## src/rtl/dds_pkg.sv

```systemverilog
// Shared definitions for the sine ROM reader: FSM states and table/pipe sizing.
package dds_pkg;

   localparam int IDX_W       = 7;
   localparam int MID         = 800;
   localparam int ROM_LATENCY = 1;
   // One stage for the address register, plus one per ROM read cycle.
   localparam int ISSUE_PIPE  = ROM_LATENCY + 1;

   typedef enum logic [1:0] {
      IDLE,
      RUN,
      FINISH,
      FLUSH
   } state_t;

endpackage

```

## src/rtl/sine_rom_reader_tick_divider.sv

```systemverilog
// Sample-rate divider: latches the period on start and pulses tick once per
// (div + 1) enabled cycles, on the cycle where the count reaches div.
module tick_divider #(
   parameter int DIV_W = 16
) (
   input  logic             clk,
   input  logic             nreset,
   input  logic             clear,
   input  logic             enable,
   input  logic [DIV_W-1:0] div_in,
   output logic             tick
);

   logic [DIV_W-1:0] div;
   logic [DIV_W-1:0] cnt;

   assign tick = enable && (cnt == div);

   // Latch the period on start, then count 0..div and wrap while enabled.
   always_ff @(posedge clk) begin
      if (!nreset) begin
         // NOTE: registers use <= so every flop samples pre-edge values, which is
         // what makes the divider, FSM and pipe update together without races.
         div <= '0;
         cnt <= '0;
      end else if (clear) begin
         div <= div_in;
         cnt <= '0;
      end else if (enable) begin
         cnt <= (cnt == div) ? '0 : cnt + 1'b1;
      end
   end

endmodule

```

## src/rtl/sine_rom_reader.sv

```systemverilog
// Phase-accumulator reader for the 128-entry sine ROM. Issues a ROM address on
// every divider tick, tracks the ROM's read latency with a small issue pipe and
// captures the returned data as a valid-flagged sample. A stop request lets the
// current waveform cycle complete so playback ends near mid-scale.
module sine_rom_reader
   import dds_pkg::state_t;
   import dds_pkg::ISSUE_PIPE;
#(
   parameter int ACC_W  = 16,
   parameter int IDX_W  = dds_pkg::IDX_W,
   parameter int ADDR_W = 8,
   parameter int DATA_W = 16,
   parameter int MID    = dds_pkg::MID
) (
   input  logic              clk,
   input  logic              nreset,
   input  logic              start,
   input  logic              stop,
   input  logic [ACC_W-1:0]  tuning_word,
   input  logic [15:0]       sample_div,
   output logic [ADDR_W-1:0] rom_addr,
   input  logic [DATA_W-1:0] rom_data,
   output logic [DATA_W-1:0] sample,
   output logic              sample_valid,
   output logic              cycle_done,
   output logic              busy
);

   state_t                 state;
   logic [ACC_W-1:0]       phase;
   logic [ACC_W-1:0]       tw;
   logic [ISSUE_PIPE-1:0]  pipe;
   logic [ACC_W:0]         phase_sum;
   logic                   carry;
   logic [IDX_W-1:0]       table_idx;
   logic                   start_ok;
   logic                   active;
   logic                   tick;

   assign phase_sum = {1'b0, phase} + {1'b0, tw};
   assign carry     = phase_sum[ACC_W];
   assign table_idx = phase[ACC_W-1 -: IDX_W];
   // Simultaneous start and stop in IDLE is treated as a stop.
   assign start_ok  = (state == dds_pkg::IDLE) && start && !stop;
   assign active    = (state == dds_pkg::RUN) || (state == dds_pkg::FINISH);

   tick_divider #(
      .DIV_W (16)
   ) u_tick_divider (
      .clk    (clk),
      .nreset (nreset),
      .clear  (start_ok),
      .enable (active),
      .div_in (sample_div),
      .tick   (tick)
   );

   // Control FSM, phase accumulator, issue pipe and sample capture.
   always_ff @(posedge clk) begin
      if (!nreset) begin
         state        <= dds_pkg::IDLE;
         phase        <= '0;
         tw           <= '0;
         pipe         <= '0;
         rom_addr     <= '0;
         sample       <= DATA_W'(MID);
         sample_valid <= 1'b0;
         cycle_done   <= 1'b0;
         busy         <= 1'b0;
      end else begin
         sample_valid <= 1'b0;
         cycle_done   <= 1'b0;
         // Each tick marks an in-flight read; it reaches the top stage exactly
         // when the ROM presents the data for that address.
         pipe         <= {pipe[ISSUE_PIPE-2:0], tick};

         if (pipe[ISSUE_PIPE-1]) begin
            sample       <= rom_data;
            sample_valid <= 1'b1;
         end

         if (tick) begin
            rom_addr   <= ADDR_W'(table_idx);
            phase      <= phase_sum[ACC_W-1:0];
            cycle_done <= carry;
         end

         case (state)
            dds_pkg::IDLE: begin
               if (start_ok) begin
                  tw    <= tuning_word;
                  phase <= '0;
                  busy  <= 1'b1;
                  state <= dds_pkg::RUN;
               end
            end
            dds_pkg::RUN: begin
               if (stop) begin
                  // A zero increment never wraps, and a tick that wraps in the
                  // stop cycle already completes the waveform.
                  if ((tw == '0) || (tick && carry)) state <= dds_pkg::FLUSH;
                  else                               state <= dds_pkg::FINISH;
               end
            end
            dds_pkg::FINISH: begin
               if (tick && carry) state <= dds_pkg::FLUSH;
            end
            dds_pkg::FLUSH: begin
               if (pipe == '0) begin
                  rom_addr <= '0;
                  busy     <= 1'b0;
                  state    <= dds_pkg::IDLE;
               end
            end
            default: state <= dds_pkg::IDLE;
         endcase
      end
   end

endmodule
```

## config.mk

```make
export PLATFORM = sky130hd
export DESIGN_NAME = sine_rom_reader
export DESIGN_NICKNAME = d
export VERILOG_FILES = /design/src/rtl/dds_pkg.sv /design/src/rtl/sine_rom_reader_tick_divider.sv /design/src/rtl/sine_rom_reader.sv
export SDC_FILE = /design/constraint.sdc
export NUM_CORES = 1
export LEC_CHECK = 0
export ABC_AREA = 1
export CAP_MARGIN = 10
export CORE_ASPECT_RATIO = 0.9
export CORE_MARGIN = 8
export CORE_UTILIZATION = 25
export CTS_BUF_LIST = sky130_fd_sc_hd__clkbuf_8
export CTS_CLUSTER_SIZE = 14
export DETAILED_ROUTE_END_ITERATION = 12
export GPL_TIMING_DRIVEN = 1
export REMOVE_ABC_BUFFERS = 1
export SYNTH_ARGS = -nofsm -noshare
export SYNTH_HDL_FRONTEND = slang
export SYNTH_SLANG_ARGS = --single-unit
```

## constraint.sdc

```tcl
create_clock -name clk -period 4.45 [get_ports clk]
set_input_delay 0.445 -clock clk [delete_from_list [all_inputs] [get_ports clk]]
set_output_delay 0.445 -clock clk [all_outputs]
set_load 0.01 [all_outputs]
```

==> run_results.csv <==
group,metric,value,unit
critical_path,crit_buf_inv,2,
cts,clock_sinks,95,
worst_hold_path,hold_end,"pipe[1]",
synthesis,synthesis.area,0.004693,mm2
synthesis,synth_ff_type,"dfxtp_1",
detailed_routing,drc,0,
synthesis,avgSynthCellArea,7.243,um2
sta,setup_tns,0,ps
critical_path,critPathLaunchType,"flip-flop",
die,die_w,160.4,um
sta,setup_viol_count_final,0,
detailed_routing,drtAntennaViolNets,0,
cts,cts_setup_buffers,0,
finish,layout_common_cells,"nor2_1, nand2_1, dfxtp_1",
synthesis,async_reset_ff_share,0,%
place,port_buffers,78,
die,initial_core_util,25.50,%
detailed_routing,routedWlPerCell,12.50,um
global_routing,grtUsageTotal,10.67,%
critical_path,critPathMaxStageDelay,440,ps
cts,cts.repair.resized,0,
job,drv_cap,0,
finish,diodes,0,
global_routing,grt_max_degree,53,
critical_path,worstRegToRegCells,11,
sta,slew_viol_final,0,
sta,skew,13.12,ps
synthesis,synth_seq_cells,95,
sta,relSlewSlack,53.57,%
finish,final_common_cell,"nor2_1",
cts,clock_latency,370,ps
synthesis,ys_types,43,
sta,hold_violations,0,
worst_hold_path,hold_start,"pipe[0]",
die,rows,47,
place,gp_congestion,0.8637,
global_routing,grt_antenna_before_repair,0,
finish,fin_nets,794,
detailed_routing,viasPerCell,4.316,
sta,min_period_over_period,54.05,%
critical_path,r2r_end,"u_tick_divider.cnt[10]",
global_routing,grt_pass1_vias,4226,
synthesis,yosysSeqAreaShare,40.52,%
synthesis,synth_edf_count,0,
detailed_routing,drt_iter0_drc,308,
sta,fmax,0.4158,GHz
critical_path,rrSetupSlack,2040,ps
status,status,"finished clean",
critical_path,worstReg2RegStart,"state[0]",
cts,path_clk_slew,100,ps
critical_path,worst_ep_arrival_time,2660,ps
critical_path,cp_max_fo,13,
critical_path,cp_top_family,"simple AND/OR/NAND/NOR gates",
cts,tritoncts,"done",
worst_hold_path,hold_class,"reg -> reg",
critical_path,cp.required,4710,ps
critical_path,crit_path_cell_trace,"inv_1 -> ha_1 -> nand2_1 -> nor2_1 -> nand2_1 -> nor3_4 -> nand2_4 -> nand2_1 -> inv_1 -> o21ai_0 -> a21oi_1",
power_and_ir_drop,power_density,383.5,mW/mm2
detailed_routing,firstDrtPassIters,6,
cts,cts_buffer_depth,2,
power_and_ir_drop,p_leak,0.002514,uW
sta,worst_pin_slew,695.7,ps
detailed_routing,vias,4187,
place,dp_hpwl,9.312,mm
finish,utilization,32.03,%
critical_path,cp_common_cell,"nand2_1",
sta,rsz0062_at_grt,"false",
finish,layout-drive-gt1-share,5.379,%
finish,area_growth,25.62,%
global_routing,grt_overflow,0,
die,die_h,146.0,um
cts,numCtsBuffers,9,
finish,nFillCells,1985,
detailed_routing,wirelength,12.12,mm
global_routing,grt_pass1_wl,20.62,mm
critical_path,cp_slowest_cell,"ha_1",
die,die_area,0.02342,mm2
synthesis,ys_warn_count,0,
cts,postCtsHoldBufs,0,
critical_path,critical_path_class,"reg -> reg",
critical_path,critPathCaptureType,"flip-flop",
die,core_area,0.01841,mm2
cts,root_buffer,"clkbuf_8",
die,io-pin-count,79,
cts,htree_levels,3,
sta,fin_crit,2405,ps
synthesis,syn_inst,648,
power_and_ir_drop,irDropWorstVdd,156.2,uV
worst_hold_path,min_path_cells,2,
[kinds of logic after synthesis]
logic type      count (synthesis)  synth area share, %
simple gates                  289                26.79
fa+ha+maj                      22                6.025
xor+xnor                       20                3.732
flops                          95                40.52
buf+inv                        86                7.331
compound gates                136                15.60
[Yosys cell counts, types with 7 or more instances]
library cell | count | area, um2
a21oi_1 | 45 | 225.2
clkbuf_1 | 16 | 60.06
dfxtp_1 | 95 | 1902
ha_1 | 21 | 262.8
inv_1 | 63 | 236.5
nand2_1 | 108 | 405.4
nand3_1 | 20 | 100.1
nor2_1 | 124 | 465.5
nor3_1 | 10 | 50.05
o21ai_0 | 70 | 350.3
xnor2_1 | 7 | 61.31
xor2_1 | 13 | 113.9
[worst min-delay path, stage by stage, from the launching register on]
cell and delay, ps:
dfxtp_1 330, nand2_1 50, inv_1 30
[flip-flops by register name (all words and copies together) (netlist names)]
register / cells
busy: 1
cycle_done: 1
phase: 16
pipe: 2
rom_addr: 8
sample: 16
sample_valid: 1
state: 2
tw: 16
u_tick_divider.cnt: 16
u_tick_divider.div: 16
[where the power goes]
part | internal [uW] | leakage, uW | switching (uW)
Sequential | 956 | 0.000772 | 82.6
Combinational | 278 | 0.00164 | 397
Clock | 228 | 0.000101 | 320
[worst max path at each step]
stage	start	to	slack [ps]	depth (start not counted)
after CTS	state[1]	u_tick_divider.cnt[10]	2000	11
after detailed placement	start	u_tick_divider.cnt[10]	1860	8
final	state[0]	u_tick_divider.cnt[10]	2040	11
after global placement	nreset	u_tick_divider.cnt[10]	1930	8
after floorplan	state[0]	u_tick_divider.cnt[10]	1310	9
after global routing	state[0]	u_tick_divider.cnt[10]	1750	11
[layer usage]
metal  track usage, %  part of all wire [%]  up-vias
li1                 -                     -     2251
met1            13.49                    48     1844
met2            17.37                    46       80
met3            2.969                   4.6       12
met4            3.035                   1.3        0
met5                0                     0        -
[final cells by class]
cell class              count  area (um2)  share of cell area, %
multi-input cells         467        2447                  41.51
clock inverters             6       50.05                 0.8489
clock buffers              10       137.6                  2.334
inverters                  66       249.0                  4.223
well taps                 245       306.5                  5.199
flip-flops and latches     95        1902                  32.26
repair buffers             81       803.3                  13.62
[stage by stage]
step,total power (uW),instances,area [um2],worst slack [ps],hold slack (ps)
final,2261,970,5896,2045,439.7
after global routing,2433,970,5896,1749,477.1
after CTS,2296,970,5896,2002,444.6
after detailed placement,1740,954,5708,1856,429.0
after global placement,1734,954,5708,1927,427.8
after floorplan,1500,628,4598,1305,416.5
Note: power is estimated with default switching activity, not from simulation.
